==> config.mk <==
export PLATFORM = sky130hd
export DESIGN_NAME = filter_mode_ctrl
export DESIGN_NICKNAME = d
export VERILOG_FILES = /design/src/rtl/filter_mode_ctrl.sv
export SDC_FILE = /design/constraint.sdc
export NUM_CORES = 1
export LEC_CHECK = 0
export CAP_MARGIN = 20
export CORE_UTILIZATION = 40
export CTS_CLUSTER_SIZE = 25
export DETAILED_ROUTE_END_ITERATION = 6
export PLACE_DENSITY = 0.73
export SLEW_MARGIN = 0
export SYNTH_ARGS = -nofsm -noshare
export SYNTH_HDL_FRONTEND = slang
export SYNTH_SLANG_ARGS = --single-unit
==> constraint.sdc <==
create_clock -name clk -period 3.2 [get_ports clk]
set_input_delay 0.64 -clock clk [delete_from_list [all_inputs] [get_ports clk]]
set_output_delay 0.64 -clock clk [all_outputs]
set_load 0.005 [all_outputs]
==> src/rtl/filter_mode_ctrl.sv <==
// Frame-synchronous filter mode controller: queues mode requests and commits them
// on frame boundaries, driving one-hot filter enables; optional auto-cycling demo.
module filter_mode_ctrl #(
   parameter  int NUM_FILT    = 4,
   parameter  int DEMO_FRAMES = 60,
   localparam int MW          = $clog2(NUM_FILT + 1)
) (
   input  logic                clk,
   input  logic                rst,
   input  logic                frame_en,
   input  logic                btn_next,
   input  logic                btn_prev,
   input  logic                btn_demo,
   input  logic                cfg_req,
   input  logic [MW-1:0]       cfg_sel,
   output logic                cfg_ack,
   output logic                cfg_err,
   output logic [NUM_FILT-1:0] filt_en,
   output logic [MW-1:0]       cur_mode,
   output logic                pending,
   output logic                demo_active
);

   localparam int DW = (DEMO_FRAMES > 1) ? $clog2(DEMO_FRAMES) : 1;
   localparam logic [MW-1:0] MAX_MODE = MW'(NUM_FILT);
   localparam logic [DW-1:0] DLAST    = DW'(DEMO_FRAMES - 1);

   typedef enum logic {IDLE, PEND} state_t;

   state_t              state, state_n;
   logic [MW-1:0]       pend_mode, pend_n, cur_n, base;
   logic [DW-1:0]       dcnt, dcnt_n;
   logic                demo_n, ack_n, err_n;
   logic [NUM_FILT-1:0] filt_n;

   function automatic logic [MW-1:0] mode_inc(input logic [MW-1:0] m);
      return (m == MAX_MODE) ? '0 : m + 1'b1;
   endfunction

   function automatic logic [MW-1:0] mode_dec(input logic [MW-1:0] m);
      return (m == '0) ? MAX_MODE : m - 1'b1;
   endfunction

   // Requests pre-empt frame-boundary handling: a request landing on frame_en
   // defers the commit (or demo step) to the following frame.
   always_comb begin
      state_n = state;
      pend_n  = pend_mode;
      cur_n   = cur_mode;
      demo_n  = demo_active;
      dcnt_n  = dcnt;
      ack_n   = 1'b0;
      err_n   = 1'b0;
      base    = (state == PEND) ? pend_mode : cur_mode;

      if (cfg_req) begin
         if (cfg_sel <= MAX_MODE) begin
            ack_n   = 1'b1;
            pend_n  = cfg_sel;
            state_n = PEND;
            demo_n  = 1'b0;
            dcnt_n  = '0;
         end else begin
            err_n = 1'b1;
         end
      end else if (btn_next || btn_prev) begin
         pend_n  = btn_next ? mode_inc(base) : mode_dec(base);
         state_n = PEND;
         demo_n  = 1'b0;
         dcnt_n  = '0;
      end else if (btn_demo) begin
         demo_n = ~demo_active;
         dcnt_n = '0;
         if (!demo_active)
            state_n = IDLE;
      end else if (frame_en) begin
         if (state == PEND) begin
            cur_n   = pend_mode;
            state_n = IDLE;
         end else if (demo_active) begin
            if (dcnt == DLAST) begin
               cur_n  = mode_inc(cur_mode);
               dcnt_n = '0;
            end else begin
               dcnt_n = dcnt + 1'b1;
            end
         end
      end

      filt_n = '0;
      for (int unsigned k = 0; k < NUM_FILT; k++)
         filt_n[k] = (cur_n == MW'(k + 1));
   end

   always_ff @(posedge clk or posedge rst) begin
      if (rst) begin
         state       <= IDLE;
         pend_mode   <= '0;
         cur_mode    <= '0;
         demo_active <= 1'b0;
         dcnt        <= '0;
         cfg_ack     <= 1'b0;
         cfg_err     <= 1'b0;
         filt_en     <= '0;
      end else begin
         state       <= state_n;
         pend_mode   <= pend_n;
         cur_mode    <= cur_n;
         demo_active <= demo_n;
         dcnt        <= dcnt_n;
         cfg_ack     <= ack_n;
         cfg_err     <= err_n;
         filt_en     <= filt_n;
      end
   end

   assign pending = (state == PEND);

endmodule

; After elaboration in Yosys (flattened, before gate mapping)
; Index checks and enable logic that the tools add are counted.
[word_totals]
elab_cells = 71
out_inout_bits = 11
register_bits = 20
inputBits = 10
[op_classes]
eq_ne = 10
bitwise_logic = 1
n_mux = 37
addsub = 4
magnitude_cmp = 1
reduce_logical = 10
[ops]
columns = operator, count
row1 = $mux 6, 8
row2 = $mux 3, 15
row3 = $mux 1, 14
row4 = $eq 3x3->1 const B, 3
row5 = $ne 4x3->1 const B, 2
row6 = $reduce_bool 4->1, 2
row7 = $add 3x1->3 const B, 2
row8 = $add 6x1->6 const B, 1
row9 = $eq 3x2->1 const B, 2
row10 = $eq 6x6->1 const B, 1
row11 = $reduce_and 2->1, 2
row12 = $reduce_and 4->1, 1
row13 = $eq 3x1->1 const B, 1
row14 = $le 3x3->1 const B, 1
row15 = $logic_not 3->1, 1
row16 = $reduce_and 3->1, 1
row17 = $reduce_bool 3->1, 1
row18 = $sub 3x1->3 const B, 1
row19 = $ne 2x1->1 const B, 1
row20 = $reduce_bool 2->1, 1
row21 = $logic_or 1x1->1, 1
row22 = $not 1->1, 1

; Longest topological paths before layout
; Gate-level depths: netlist of the first run.
[logic_depth]
depth_word = 10
ltp_mapped = 11
ltp_nobuf = 10

; Least setup slack after synthesis of the first run
; No wires, ideal clock.
[synth_path]
kind = flip-flop to flip-flop
from = reg state (netlist: pending)
to = reg pend_mode[2]
required_ns = 3.096
slack_ns = 1.313
arrival_ns = 1.783
stages_incl_launch_ff = 9
setup_time_ns = 0.104
synth_period_minus_slack_ns = 1.887
n_path_buf = 1
cell_sequence = dfrtp_1 clkbuf_1 nand2_1 and2_1 ha_1 ha_1 a21oi_1 a211oi_1 a221oi_1
[synth_between]
elab_chain_len = 6
word_cells_on_any_way = 10
cone_classes = add/sub: 2 / eq/ne: 1 / mux: 6 / reduce/logical: 1
[synth_rtl]
columns = item, line
row1 = start: declaration, 30  ; state_t state, state_n;
row2 = start signal: assignment, 106  ; state <= state_n;
row3 = $mux 3 *, 54  ; base = (state == PEND) ? pend_mode : cur_mode;
row4 = $sub 3x1->3 (tied with other cells), 41  ; return (m == '0) ? MAX_MODE : m - 1'b1;
row5 = $mux 3 (on tied branches), "41, 37"
row6 = $mux 3 *, 67  ; pend_n = btn_next ? mode_inc(base) : mode_dec(base);
row7 = $mux 3 *, 66  ; end else if (btn_next || btn_prev) begin
row8 = $mux 3 *, 56  ; if (cfg_req) begin
row9 = end signal: assignment, 107  ; pend_mode <= pend_n;
row10 = end: declaration, 31  ; logic [MW-1:0] pend_mode, pend_n, cur_n, base;
; Mark *: on every way between the ends. The rest lies on a longest branch, timed or not. The select of a mux whose other input is x is not followed.
; A chain may end at the register's enable or synchronous reset.

; Final worst setup path of the first run
[layout_path]
from = in cfg_req
to = reg filt_en[3]
[layout_between]
elab_chain_len = 2
[layout_rtl]
columns = item, line
row1 = start: declaration, 14  ; input logic cfg_req,
row2 = $mux 3, 56
row3 = via cur_n[0], 31
row4 = $eq 3x3->1, 92  ; filt_n[k] = (cur_n == MW'(k + 1));
row5 = via filt_n[3], 34  ; logic [NUM_FILT-1:0] filt_n;
row6 = end signal: assignment, 113  ; filt_en <= filt_n;
row7 = end: declaration, 18  ; output logic [NUM_FILT-1:0] filt_en,
; The timed path passes the listed nets, and every way through them passes these cells.

==> metrics, run 1 <==
vias per cell=between 5 and 6; dpl hpwl=approximately 1.9 mm; Clk Latency, worst-skew pair=0.30 ns; CP cell instances=clkdlybuf4s50_1 > nor3_2 > and2_4 > o22ai_1 > nor3_2 > inv_2 > nor3b_2; Synth top area share=0.411; Pins Over Slew Limit=0; Top Layer Used=met4; pre-CTS setup slack=about 0.73 ns; flop and latch count out of synthesis=20; ys flop type=dfrtp_1; Remaining DRCs=1; final global-route overflow total=0; endpoints failing hold=0; clock root buffer=clkbuf_4; CP peak stage delay=0.58 ns; leakage power=0.636 nW; initial antenna violation count=0; Yosys top cell by area=dfrtp_1; max cap viols=0; Fillers=262; DRT iter0 DRCs=23; H-tree levels=1; DRT Pass-1 Iters=6; Synth area leaders=dfrtp_1, ha_1, nand2_1, nor2_1, xor2_1; number of gates resized after cts=0; DR WL met2=1.21 mm; DRT Wirelength=around 2.4 mm; crit path kind=primary input to flop; Async SR Flop Fraction=1.00; die area=0.00327 sq mm; Setup TNS Final=0 ns; core area=approximately 0.0028 sq mm; Worst Skew=0.00850 ns; Crit path arrival time=approximately 2.4 ns; TritonCTS clock tree=yes; Die Ht=57.2 um; Relative slew margins=0.505; FF/Latch Area=roughly 500 sq um; syn avg cell area=around 9.7 sq um; Final WS setup=1.04 ns; vias in the first global route=about 940; clk sinks=20; footprint of the multi-input gates=663 sq um; post-route ant nets=0; Worst-Margin Slew=0.742 ns; I/O pin total=21; metal3 WL=70 um; r2r setup slk=1.08 ns; syn_nets=142; RePlAce Congestion=0.755; clock transition at the registers of the reported paths=0.12 ns; Post-Syn Area=0.00122 sq mm; Post-synth EDFFs=0; via count=953; sequential fraction of the synthesis area=0.411; GRT Util Overall=0.173; Crit Path Max Fanout=10; most used cell, CP=nor3_2; die width=between 50 and 60 um; Max VDD drop=0.000235 V; warnings from Yosys=0; cell area power density=492 mW/mm^2; violated checks=design-rule violations; f_max=0.463 GHz; Area Growth Syn to Fin=21.6%; Post-CTS Setup Repair Bufs=0; CTS Buf Count=3; Port Buffers=20; first-pass GRT wire length=between 4 and 5 mm; HP Class=flop to flop; Routed met1 length=between 1 and 1.5 mm; RSZ-0062 raised after global routing=false; nets@finish=approximately 160; ant diodes=0; CP Capture Type=flop; Cell Rows=19; startpoint types=primary input; CP required=3.43 ns; cells after synthesis=about 130; final setup violation count=0; share of layout cells above drive strength 1=0.144; CTS Buffer Depth=2; starting density of the core=0.430; cts hold-fix bufs=0; mean routed wirelength per cell=13.5 um; period utilisation layout=0.674; largest net degree at the start of global routing=21; highest-delay cell along the critical path=clkdlybuf4s50_1; fin crit period=2.16 ns; Yosys cell types=41; status=finished, violations left
[kinds of logic after synthesis]
| kind of cell | after synthesis | share of synthesized area |
|---|---|---|
| muxes | 2 | 0.0164 |
| buffers and inverters | 14 | 0.0442 |
| DFF | 20 | 0.411 |
| and+or+nand+nor | 54 | 0.287 |
| xor gates and xnor gates | 5 | 0.0360 |
| adders and majority gates | 7 | 0.0719 |
| AOI/OAI and AO/OA | 23 | 0.134 |
[state kept, by name, summed over array words and instances, names as in the netlist]
name / flops
dcnt: 6
filt_en: 4
cur_mode: 3
pend_mode: 3
cfg_ack: 1
cfg_err: 1
demo_active: 1
pending: 1
[worst max-delay path: cells and delay by family]
family,cells,cell delay [ns]
and+or+nand+nor,4,0.99
buffers and inverters,2,0.67
AOI/OAI and AO/OA,1,0.09
[cell type report]
cell class,count,area share
multi-input combinational,91,0.448
clock buffer,4,0.0245
tap,31,0.0262
sequential,20,0.338
inverter,11,0.0279
timing repair buffer,20,0.135
[worst paths after layout]
| check | startpoint | end | cells past startpoint |
|---|---|---|---|
| min in group asynchronous | rst | filt_en[0] | 2 |
| max in group asynchronous | rst | dcnt[1] | 2 |
| hold reg to reg | pend_mode[0] | pend_mode[0] | 2 |
| setup / recovery | cfg_req | filt_en[3] | 7 |
| setup reg to reg | pending | pend_mode[2] | 8 |
| hold / removal | pend_mode[0] | pend_mode[0] | 2 |
[metal layers]
metal / GRT usage / up-vias
met3: 0.0159 / 4
met4: 0.0836 / 0
li1: - / 483
met5: 0 / -
met2: 0.289 / 17
met1: 0.226 / 449
[Yosys cell counts, drive strengths merged, types with 2 or more instances]
cell / n
mux2i: 2
nand3: 4
nand4: 2
clkbuf: 2
a21oi: 7
nor2b: 3
a211oi: 4
inv: 11
nor3b: 5
nor2: 11
o21ai: 5
and3: 3
and2: 3
ha: 7
dfrtp: 20
a221oi: 2
nand3b: 2
xor2: 4
nand2: 11
nor3: 4
[placed cells by master, fill, tap and decap left out, types with 3 or more instances in the layout]
| cell | n |
|---|---|
| a211oi_1 | 4 |
| a21oi_1 | 5 |
| and3_1 | 3 |
| clkbuf_4 | 3 |
| clkdlybuf4s50_1 | 20 |
| dfrtp_1 | 20 |
| ha_1 | 7 |
| inv_1 | 8 |
| inv_2 | 3 |
| nand2_1 | 11 |
| nor2_1 | 11 |
| nor3b_1 | 3 |
| o21ai_0 | 4 |
| xor2_1 | 4 |
[report_power, final]
part           total, W  switching, W  internal, W
combinational  0.000256      0.000125     0.000131
clock          0.000150     0.0000802    0.0000694
sequential     0.000323     0.0000354     0.000287
total          0.000728      0.000240     0.000488
[per-stage QoR]
stage	instance area (sq um)	total power [W]	std cells	utilization	hold slack [ns]
2_1_floorplan	1220	0.000474	125	-	0.456
3_3_place_gp	1440	0.000573	173	0.510	0.473
3_5_place_dp	1440	0.000586	173	0.510	0.482
4_1_cts	1480	0.000737	177	0.523	0.509
5_1_grt	1480	0.000783	177	0.523	0.520
6_report	1480	0.000728	177	0.523	0.515
No activity file was read; power rests on OpenSTA's default activity.
==> run 2: changes to the inputs <==
- clock period: 3.2 -> 2.16 ns (I/O delays scaled with it)
==> metrics, run 2 (synthesis gave the netlist of run 1 again) <==
Die Ht=57.2 um; DRT Wirelength=2.40 mm; vias in the first global route=984; fin crit period=1.97 ns; commonest cells after routing, fill and taps aside=clkdlybuf4s50_1, dfrtp_1, nand2_1, nor2_1, inv_1; CTS Buf Count=3; Worst-Margin Slew=0.387 ns; r2r setup slk=0.19 ns; Setup TNS Final=0 ns; period utilisation layout=0.911; cell area power density=714 mW/mm^2; final instance area=~0.0015 sq mm; clk sinks=20; Port Buffers=20; Worst Skew=~0.0022 ns; DRT Pass-1 Iters=6; Largest regs=dcnt: 6 flops, filt_en: 4 flops; Reg with most FFs=dcnt; ant diodes=0; final core utilization=0.544; initial antenna violation count=0; starting density of the core=0.430; crit path kind=flop to flop; crit path from=pending; vias per cell=approximately 5.4; largest net degree at the start of global routing=21; Placement Cell Area=0.00149 sq mm; CP peak stage delay=approximately 0.47 ns; via count=985; CP Capture Type=flop; core area=between 0.002 and 0.003 sq mm; Worst R2R Path Depth=8; RSZ-0062 raised after global routing=false; share of layout cells above drive strength 1=0.203; H-tree levels=1; violated checks=design-rule violations; Cell Rows=19; I/O pin total=21; Max VDD drop=0.000416 V; final global-route overflow total=0; CP cell instances=or2b_1 > nand2_1 > inv_2 > ha_2 > ha_1 > a21oi_2 > a211oi_1 > a221oi_1; final setup violation count=0; Area Growth Syn to Fin=26.5%; Pwr Total=between 0.001 and 0.0015 W; r2r endpoint=pend_mode[2]; post-route ant nets=0; CTS Buffer Depth=2; endpoints failing hold=0; die width=57.2 um; RePlAce Congestion=slightly below 0.8; cts hold-fix bufs=0; mean routed wirelength per cell=roughly 13 um; Pins Over Slew Limit=0; HP Class=primary input to asynchronous set/reset pin; Fillers=252; f_max=just over 0.5 GHz; max reg flops=6; die area=0.00327 sq mm; commonest non-fill, non-tap cell in the layout=clkdlybuf4s50_1; startpoint types=flop; max cap viols=0; Reg-to-Reg Start=pending; GRT Util Overall=0.172; clock transition at the registers of the reported paths=0.12 ns; CP required=2.36 ns; highest-delay cell along the critical path=dfrtp_2; clock root buffer=clkbuf_4; final hold slack=0.441 ns; status=finished, violations left; Clk Latency, worst-skew pair=0.30 ns; nets@finish=171; first-pass GRT wire length=about 4.3 mm; TritonCTS clock tree=yes; Relative slew margins=0.735; dpl hpwl=1.88 mm; Worst Setup EP=pend_mode[2]; Remaining DRCs=2; Crit path arrival time=2.17 ns; leakage power=0.667 nW; Crit Path Max Fanout=8; DRT iter0 DRCs=14
run 2: area by class of cell:
class                      count  area, sq um  area share
tap                           31         38.8      0.0252
timing repair buffer          27          253       0.164
inverter                      11         41.3      0.0268
sequential                    20          502       0.326
clock buffer                   4         36.3      0.0236
multi-input combinational     91          669       0.435
run 2: worst min-delay path by stage:
stage	cells past startpoint	slack, ns	start	end
after global routing	3	0.48	rst	filt_en[0]
after CTS	3	0.45	rst	dcnt[5]
after detailed placement	2	0.49	pend_mode[0]	pend_mode[0]
after floorplan	1	0.40	rst	cfg_ack
final	3	0.44	rst	dcnt[5]
after global placement	2	0.48	pend_mode[0]	pend_mode[0]
run 2: worst max-delay path: cells and delay by family (launching register included):
kind	cells	cell delay, ns
buffers and inverters	1	0.05
adder cells (fa/ha/maj)	2	0.51
AND/OR/NAND/NOR	2	0.38
AO/OA/AOI/OAI	3	0.45
flip-flops	1	0.47
run 2: timing repair:
action	4_1_cts	5_1_grt
setup buffers	0	1
endpoints found under the setup margin	0	2
resized for setup	0	3
run 2: routing by layer:
| layer | GRT usage | part of all wire | up-vias |
|---|---|---|---|
| met5 | 0 | 0 | - |
| met4 | 0.105 | 0.023 | 0 |
| met3 | 0.0159 | 0.022 | 5 |
| met2 | 0.303 | 0.51 | 17 |
| met1 | 0.203 | 0.44 | 469 |
| li1 | - | - | 494 |
run 2: power by group:
group          internal (W)  switching (W)  total, W  leakage, nW
clock              0.000103       0.000122  0.000224       0.0210
sequential         0.000426      0.0000506  0.000477        0.253
combinational      0.000209       0.000190  0.000399        0.393
total              0.000738       0.000362   0.00110        0.667
run 2: per-stage QoR:
stage / instances / setup WS, ns
after floorplan: 125 / 0.273
after global placement: 179 / 0.133
after detailed placement: 179 / 0.0423
after CTS: 183 / 0.0945
after global routing: 184 / 0.0344
final: 184 / 0.193
==> run 3: changes to the inputs <==
- SLEW_MARGIN: 0 -> default
==> results of run 3 <==
Final layout, timing and power as in run 2 (identical DEF).
